$ cat config.mk
export PLATFORM = sky130hd
export DESIGN_NAME = mc_ctrl_decode
export DESIGN_NICKNAME = d
export VERILOG_FILES = /design/src/rtl/mc_ctrl_pkg.sv /design/src/rtl/mc_ctrl_decode.sv
export SDC_FILE = /design/constraint.sdc
export NUM_CORES = 1
export LEC_CHECK = 0
export BUFFER_PORTS_ARGS = -buffer_cell sky130_fd_sc_hd__buf_4
export CAP_MARGIN = 20
export CELL_PAD_IN_SITES_DETAIL_PLACEMENT = 1
export CELL_PAD_IN_SITES_GLOBAL_PLACEMENT = 1
export CORE_UTILIZATION = 29
export DETAILED_ROUTE_END_ITERATION = 12
export GPL_ROUTABILITY_DRIVEN = 0
export PLACE_DENSITY_LB_ADDON = 0.1
export SLEW_MARGIN = 25
export SYNTH_ARGS = -nofsm -noshare
export SYNTH_HDL_FRONTEND = slang
export SYNTH_SLANG_ARGS = --single-unit
$ cat constraint.sdc
create_clock -name vclk -period 1.2
set_clock_uncertainty 0.1 [all_clocks]
set_input_delay 0.06 -clock vclk [all_inputs]
set_output_delay 0.06 -clock vclk [all_outputs]
set_load 0.01 [all_outputs]
$ cat src/rtl/mc_ctrl_pkg.sv
// ---------------------------------------------------------------------------
// mc_ctrl_pkg
//   Shared definitions for the multi-cycle MIPS control unit.
//   Contents:
//     - instruction opcode constants (IR[31:26])
//     - FSM state encoding (4-bit enum)
//     - encodings for alu_op, alu_src_b and pc_source
//     - is_legal_op(): true for every opcode the controller sequences
// ---------------------------------------------------------------------------
package mc_ctrl_pkg;

  // Opcodes recognised by the controller
  localparam logic [5:0] OP_RTYPE = 6'b000000;
  localparam logic [5:0] OP_LW    = 6'b100011;
  localparam logic [5:0] OP_SW    = 6'b101011;
  localparam logic [5:0] OP_BEQ   = 6'b000100;
  localparam logic [5:0] OP_J     = 6'b000010;
  localparam logic [5:0] OP_ADDI  = 6'b001000;
  localparam logic [5:0] OP_ORI   = 6'b001101;

  // Controller states; FETCH is the reset state
  typedef enum logic [3:0] {
    ST_FETCH    = 4'd0,
    ST_DECODE   = 4'd1,
    ST_MEM_ADDR = 4'd2,
    ST_MEM_RD   = 4'd3,
    ST_MEM_WB   = 4'd4,
    ST_MEM_WR   = 4'd5,
    ST_EXEC     = 4'd6,
    ST_R_WB     = 4'd7,
    ST_BRANCH   = 4'd8,
    ST_JUMP     = 4'd9,
    ST_IMM_EXEC = 4'd10,
    ST_IMM_WB   = 4'd11
  } state_e;

  // ALU operation requested from the ALU decoder
  localparam logic [1:0] ALU_OP_ADD   = 2'b00;
  localparam logic [1:0] ALU_OP_SUB   = 2'b01;
  localparam logic [1:0] ALU_OP_FUNCT = 2'b10;
  localparam logic [1:0] ALU_OP_OR    = 2'b11;

  // ALU operand B select
  localparam logic [1:0] ALU_B_REG     = 2'b00;
  localparam logic [1:0] ALU_B_FOUR    = 2'b01;
  localparam logic [1:0] ALU_B_IMM     = 2'b10;
  localparam logic [1:0] ALU_B_IMM_SH2 = 2'b11;

  // PC source select
  localparam logic [1:0] PC_SRC_ALU    = 2'b00;
  localparam logic [1:0] PC_SRC_ALUOUT = 2'b01;
  localparam logic [1:0] PC_SRC_JUMP   = 2'b10;

  // True when the opcode belongs to the supported instruction subset
  function automatic logic is_legal_op(input logic [5:0] op);
    logic legal;
    legal = 1'b0;
    case (op)
      OP_RTYPE, OP_LW, OP_SW, OP_BEQ, OP_J, OP_ADDI, OP_ORI: legal = 1'b1;
      default: legal = 1'b0;
    endcase
    return legal;
  endfunction

endpackage

$ cat src/rtl/mc_ctrl_decode.sv
// ---------------------------------------------------------------------------
// mc_ctrl_decode
//   Purely combinational decode of the controller state into the datapath
//   control word plus the next state. Outputs are Moore-decoded from the
//   state; the only input-qualified terms are the FETCH writes (ir_write,
//   pc_write), the DECODE illegal_op pulse, the IMM_EXEC ALU operation and
//   the MEM_WR completion pulse.
//   Ports:
//     state_i        current state (mc_ctrl_pkg::state_e encoding)
//     opcode_i       IR[31:26]
//     mem_ready_i    memory completes current access this cycle
//     next_state_o   state to load on the next clock edge
//     *_o            datapath control signals (see multicycle_control)
// ---------------------------------------------------------------------------
module mc_ctrl_decode
  import mc_ctrl_pkg::*;
(
  input  logic [3:0] state_i,
  input  logic [5:0] opcode_i,
  input  logic       mem_ready_i,
  output logic [3:0] next_state_o,
  output logic       pc_write_o,
  output logic       pc_write_cond_o,
  output logic       i_or_d_o,
  output logic       mem_read_o,
  output logic       mem_write_o,
  output logic       ir_write_o,
  output logic       mem_to_reg_o,
  output logic       reg_dst_o,
  output logic       reg_write_o,
  output logic       alu_src_a_o,
  output logic [1:0] alu_src_b_o,
  output logic [1:0] alu_op_o,
  output logic [1:0] pc_source_o,
  output logic       illegal_op_o,
  output logic       instr_done_o
);

  state_e curState;
  state_e nextState;

  assign curState     = state_e'(state_i);
  assign next_state_o = nextState;

  // Control word and next state. Every output starts deasserted so each
  // state only lists what it drives; unused encodings fall back to FETCH.
  always_comb begin
    nextState       = ST_FETCH;
    pc_write_o      = 1'b0;
    pc_write_cond_o = 1'b0;
    i_or_d_o        = 1'b0;
    mem_read_o      = 1'b0;
    mem_write_o     = 1'b0;
    ir_write_o      = 1'b0;
    mem_to_reg_o    = 1'b0;
    reg_dst_o       = 1'b0;
    reg_write_o     = 1'b0;
    alu_src_a_o     = 1'b0;
    alu_src_b_o     = ALU_B_REG;
    alu_op_o        = ALU_OP_ADD;
    pc_source_o     = PC_SRC_ALU;
    illegal_op_o    = 1'b0;
    instr_done_o    = 1'b0;

    case (curState)
      // PC+4 is computed every fetch cycle, but PC and IR only load once
      // the instruction word actually arrives.
      ST_FETCH: begin
        mem_read_o  = 1'b1;
        alu_src_b_o = ALU_B_FOUR;
        ir_write_o  = mem_ready_i;
        pc_write_o  = mem_ready_i;
        nextState   = mem_ready_i ? ST_DECODE : ST_FETCH;
      end

      // Branch target is computed speculatively into ALUOut.
      ST_DECODE: begin
        alu_src_b_o = ALU_B_IMM_SH2;
        case (opcode_i)
          OP_RTYPE:        nextState = ST_EXEC;
          OP_LW, OP_SW:    nextState = ST_MEM_ADDR;
          OP_BEQ:          nextState = ST_BRANCH;
          OP_J:            nextState = ST_JUMP;
          OP_ADDI, OP_ORI: nextState = ST_IMM_EXEC;
          default: begin
            illegal_op_o = 1'b1;
            nextState    = ST_FETCH;
          end
        endcase
      end

      ST_MEM_ADDR: begin
        alu_src_a_o = 1'b1;
        alu_src_b_o = ALU_B_IMM;
        if (opcode_i == OP_LW) begin
          nextState = ST_MEM_RD;
        end else if (opcode_i == OP_SW) begin
          nextState = ST_MEM_WR;
        end else begin
          nextState = ST_FETCH;
        end
      end

      ST_MEM_RD: begin
        mem_read_o = 1'b1;
        i_or_d_o   = 1'b1;
        nextState  = mem_ready_i ? ST_MEM_WB : ST_MEM_RD;
      end

      ST_MEM_WB: begin
        reg_write_o  = 1'b1;
        mem_to_reg_o = 1'b1;
        instr_done_o = 1'b1;
        nextState    = ST_FETCH;
      end

      // A store finishes in the cycle the memory accepts it.
      ST_MEM_WR: begin
        mem_write_o  = 1'b1;
        i_or_d_o     = 1'b1;
        instr_done_o = mem_ready_i;
        nextState    = mem_ready_i ? ST_FETCH : ST_MEM_WR;
      end

      ST_EXEC: begin
        alu_src_a_o = 1'b1;
        alu_op_o    = ALU_OP_FUNCT;
        nextState   = ST_R_WB;
      end

      ST_R_WB: begin
        reg_write_o  = 1'b1;
        reg_dst_o    = 1'b1;
        instr_done_o = 1'b1;
        nextState    = ST_FETCH;
      end

      ST_BRANCH: begin
        alu_src_a_o     = 1'b1;
        alu_op_o        = ALU_OP_SUB;
        pc_write_cond_o = 1'b1;
        pc_source_o     = PC_SRC_ALUOUT;
        instr_done_o    = 1'b1;
        nextState       = ST_FETCH;
      end

      ST_JUMP: begin
        pc_write_o   = 1'b1;
        pc_source_o  = PC_SRC_JUMP;
        instr_done_o = 1'b1;
        nextState    = ST_FETCH;
      end

      // ORI zero-extends its immediate, so the ALU decoder needs a
      // distinct operation rather than a plain add.
      ST_IMM_EXEC: begin
        alu_src_a_o = 1'b1;
        alu_src_b_o = ALU_B_IMM;
        alu_op_o    = (opcode_i == OP_ORI) ? ALU_OP_OR : ALU_OP_ADD;
        nextState   = ST_IMM_WB;
      end

      ST_IMM_WB: begin
        reg_write_o  = 1'b1;
        instr_done_o = 1'b1;
        nextState    = ST_FETCH;
      end

      default: begin
        nextState = ST_FETCH;
      end
    endcase
  end

endmodule

==> results of run 1 <==
## metrics by stage
stage	setup TNS (ns)	instances	hold WS, ns	utilization [%]	area [µm²]
2_1_floorplan	0	76	0.0786	-	503
3_3_place_gp	-0.275	144	0.445	59.0	920
3_5_place_dp	-0.444	144	0.463	59.0	920
4_1_cts	-0.0419	147	0.478	68.1	1060
## kinds of logic after synthesis
group | after synthesis | synth area share (%)
AO/OA/AOI/OAI | 21 | 32.8
XOR/XNOR | 3 | 5.22
buffers and inverters | 5 | 6.22
AND/OR/NAND/NOR | 47 | 55.7
## synthesized netlist by cell type (2+ instances only)
cell	n	area share [%]
nand2_1	2	1.5
o21ai_1	2	2.0
or2_1	3	3.7
nor3_2	3	6.0
nor2b_1	2	2.5
nor3_1	3	3.0
buf_2	4	4.0
nor2_1	16	12
and3_1	3	3.7
nand2b_1	6	7.5
a21oi_1	6	6.0
xnor2_1	2	3.5
o21a_1	2	3.0
a211oi_1	2	3.0
o21bai_1	2	3.0
## repair_timing
item / CTS
setup buffers: 3
hold buffers: 0
endpoints found under the hold margin: 0
pin swaps: 10
resized for setup: 24
setup endpoints to repair: 8
==> impl_metrics.py, run 1 <==
metrics = {
    "outcome": {
        "outcome": "did not finish",
        "stop_stage": "5_1_grt",
        "first-error": "[ERROR DPL-0033] detailed placement checks failed during check placement.",
    },
    "grt": {
        "antenna_found_initial": 0,
        "grt_max_degree": 12,
    },
    "synth": {
        "syn_nets": 87,
        "synth_seq_area_share_pct": 0,
        "synth_area_per_cell_um2": 6.62,
        "yosysWarnings": 0,
        "synth.distinct_cells": 33,
        "synthesis.area_um2": 503,
        "syn-instance-count": 76,
    },
    "die": {
        "die_h_um": 43.6,
        "dieWidth_um": 43.6,
        "rows": 14,
        "initial_core_util_pct": 32.3,
        "io_pins": 33,
    },
    "place": {
        "preCtsSetupSlack_ns": -0.101,
        "hpwl_um": 1800,
        "port_buffers": 33,
    },
}
==> run 2: changes to the inputs <==
--- a/config.mk
+++ b/config.mk
@@ -7,12 +7,11 @@
 export LEC_CHECK = 0
 export BUFFER_PORTS_ARGS = -buffer_cell sky130_fd_sc_hd__buf_4
 export CAP_MARGIN = 20
-export CELL_PAD_IN_SITES_DETAIL_PLACEMENT = 1
-export CELL_PAD_IN_SITES_GLOBAL_PLACEMENT = 1
-export CORE_UTILIZATION = 29
+export CORE_AREA = 2 2 63 65
 export DETAILED_ROUTE_END_ITERATION = 12
+export DIE_AREA = 0 0 65 67
 export GPL_ROUTABILITY_DRIVEN = 0
-export PLACE_DENSITY_LB_ADDON = 0.1
+export PLACE_DENSITY_LB_ADDON = 0.15
 export SLEW_MARGIN = 25
 export SYNTH_ARGS = -nofsm -noshare
 export SYNTH_HDL_FRONTEND = slang
==> impl_metrics.py, run 2 <==
metrics = {
    "synth": {
        "synth_area_per_cell_um2": 6.62,
        "synthesis.area_um2": 503,
        "syn-instance-count": 76,
        "yosysTopAreaCellShare_pct": 11.9,
        "synth_seq_area_share_pct": 0,
        "synth_area_leaders": "nor2_1 12%, nand2b_1 7.5%, a21oi_1 6.0%",
        "synth_most_common_cell": "nor2_1",
        "synth.distinct_cells": 33,
        "yosys.area.top_type": "nor2_1",
        "ys_top_cells_by_count": "16 x nor2_1, 6 x a21oi_1, 6 x nand2b_1",
        "syn_nets": 87,
        "yosysWarnings": 0,
    },
    "sta": {
        "hold_violations": 0,
        "timing.hold.ws_ns": 0.423,
        "min_period_ns": 1.23,
        "setup_ws_ns": -0.0306,
        "fmax_ghz": 0.813,
        "tightest_slew_ns": 0.253,
        "fin_crit_sh_pct": 103,
        "setup_violations": 1,
        "rsz0062_at_grt": "yes",
        "finalMaxSlewViolations": 0,
        "relSlewSlack_pct": 83.0,
    },
    "detailed_routing": {
        "drt-pass1-iter-count": 4,
        "routed_wl_um": 2130,
        "wire_per_inst_um": 11.6,
        "vias_per_cell": 4.32,
        "postRouteAntennaNets": 0,
        "drt_iter0_drc": 25,
        "via_count": 790,
        "drc": 0,
    },
    "power": {
        "p_sw_share_pct": 45.5,
        "p_switching_mw": 0.176,
        "peakVddDrop_uv": 146,
        "p_int_mw": 0.211,
        "combPwrFrac_pct": 100.0,
        "power_frac_seq_pct": 0,
        "cellLeakagePower_nw": 0.535,
        "clkPwrFrac_pct": 0,
        "pwr_density_cell_nw_per_um2": 323,
    },
    "final_layout": {
        "drive_gt1_share_pct": 63.7,
        "clock_buffers": 0,
        "final_cells": 183,
        "final_cell_mix": "54 x buf_4, 15 x nor2_1, 7 x buf_6",
        "design_area_um2": 1200,
        "syn_to_final_growth_pct": 138,
        "layout.nets": 148,
        "regArea_um2": 0,
        "seq_cells": 0,
        "final_common_cell": "buf_4",
        "diodes": 0,
    },
    "critical_path": {
        "critical_path_class": "in -> out",
        "crit_path_end_kind": "output port",
        "critPathRequiredTime_ns": 1.04,
        "cp-start-kind": "input pin",
        "cp_data_arrival_time_ns": 1.07,
        "crit_fanout": 5,
    },
    "grt": {
        "grt_pass1_wl_um": 3480,
        "grt_pass1_vias": 727,
        "globalRouteTotalUtil_pct": 9.73,
        "grt_max_degree": 12,
        "grt_overflow": 0,
        "antenna_found_initial": 0,
    },
    "place": {
        "dp_cells": 176,
        "port_buffers": 33,
        "place_area_um2": 960,
        "hpwl_um": 1710,
    },
    "run": {
        "cap_violations": 0,
    },
    "outcome": {
        "violations": "setup timing",
        "outcome": "complete, but fails checks",
    },
    "min_path": {
        "whs_path_depth": 4,
        "worst_hold_path.endpoint": "next_state_o[3]",
        "hold_path_class": "in -> out",
        "holdCritStartpoint": "state_i[2]",
    },
    "die": {
        "die_h_um": 67,
        "io_pins": 33,
        "dieWidth_um": 65,
        "core_um2": 3610,
        "die-area_um2": 4360,
        "rows": 22,
        "initial_core_util_pct": 13.9,
    },
    "clock_tree": {
        "hold_buffers": 0,
    },
}
run 2: cell counts after synthesis:
Identical to the previous run, type by type.
run 2: critical path, stage by stage:
cell      delay, ns
buf_6          0.09
or2_4          0.29
o311ai_4       0.26
a21bo_1        0.25
buf_6          0.12
run 2: power groups by stage:
stage / clock (mW) / sequential, mW / combinational [mW]
global placement: 0 / 0 / 0.303
CTS: 0 / 0 / 0.371
finish: 0 / 0 / 0.388
global route: 0 / 0 / 0.419
detailed placement: 0 / 0 / 0.304
floorplan: 0 / 0 / 0.134
run 2: cell families after synthesis:
| family | after synthesis | share of synthesized area (%) |
|---|---|---|
| simple gates | 47 | 55.7 |
| compound gates | 21 | 32.8 |
| xor+xnor | 3 | 5.22 |
| buf+inv | 5 | 6.22 |
run 2: stage by stage:
stage / setup slack [ns] / power (mW) / util, % / TNS, ns
global route: -0.0683 / 0.419 / 33.2 / -0.207
finish: -0.0306 / 0.388 / 33.2 / -0.0306
detailed placement: -0.131 / 0.304 / 26.6 / -0.483
floorplan: 0.0767 / 0.134 / - / 0
CTS: -0.0243 / 0.371 / 31.7 / -0.0454
global placement: -0.153 / 0.303 / 26.6 / -0.453
run 2: layer usage:
metal / share of wire [%] / track usage, %
met2: 51 / 18.6
met4: 0 / 0
met3: 4.4 / 0.338
met1: 44 / 12.8
met5: 0 / 0
run 2: final cells by class:
type,instances,area (µm²)
Fill cell,389,2410
Multi-Input combinational cell,71,599
Tap cell,48,60.1
Timing Repair Buffer,64,539
run 2: worst max-delay path by stage:
stage | depth (start not counted) | end | startpoint
after global placement | 5 | next_state_o[1] | state_i[2]
after detailed placement | 5 | next_state_o[1] | state_i[2]
after floorplan | 4 | pc_write_o | state_i[2]
after global routing | 6 | next_state_o[2] | opcode_i[2]
final | 5 | next_state_o[1] | state_i[2]
after CTS | 6 | next_state_o[2] | opcode_i[2]
run 2: timing repair:
item | CTS | global route
buffers inserted | 6 | 1
setup endpoints to repair | 6 | 10
resized for setup | 28 | 9
pin swaps | 14 | 9
Note: power is estimated with default switching activity, not from simulation.
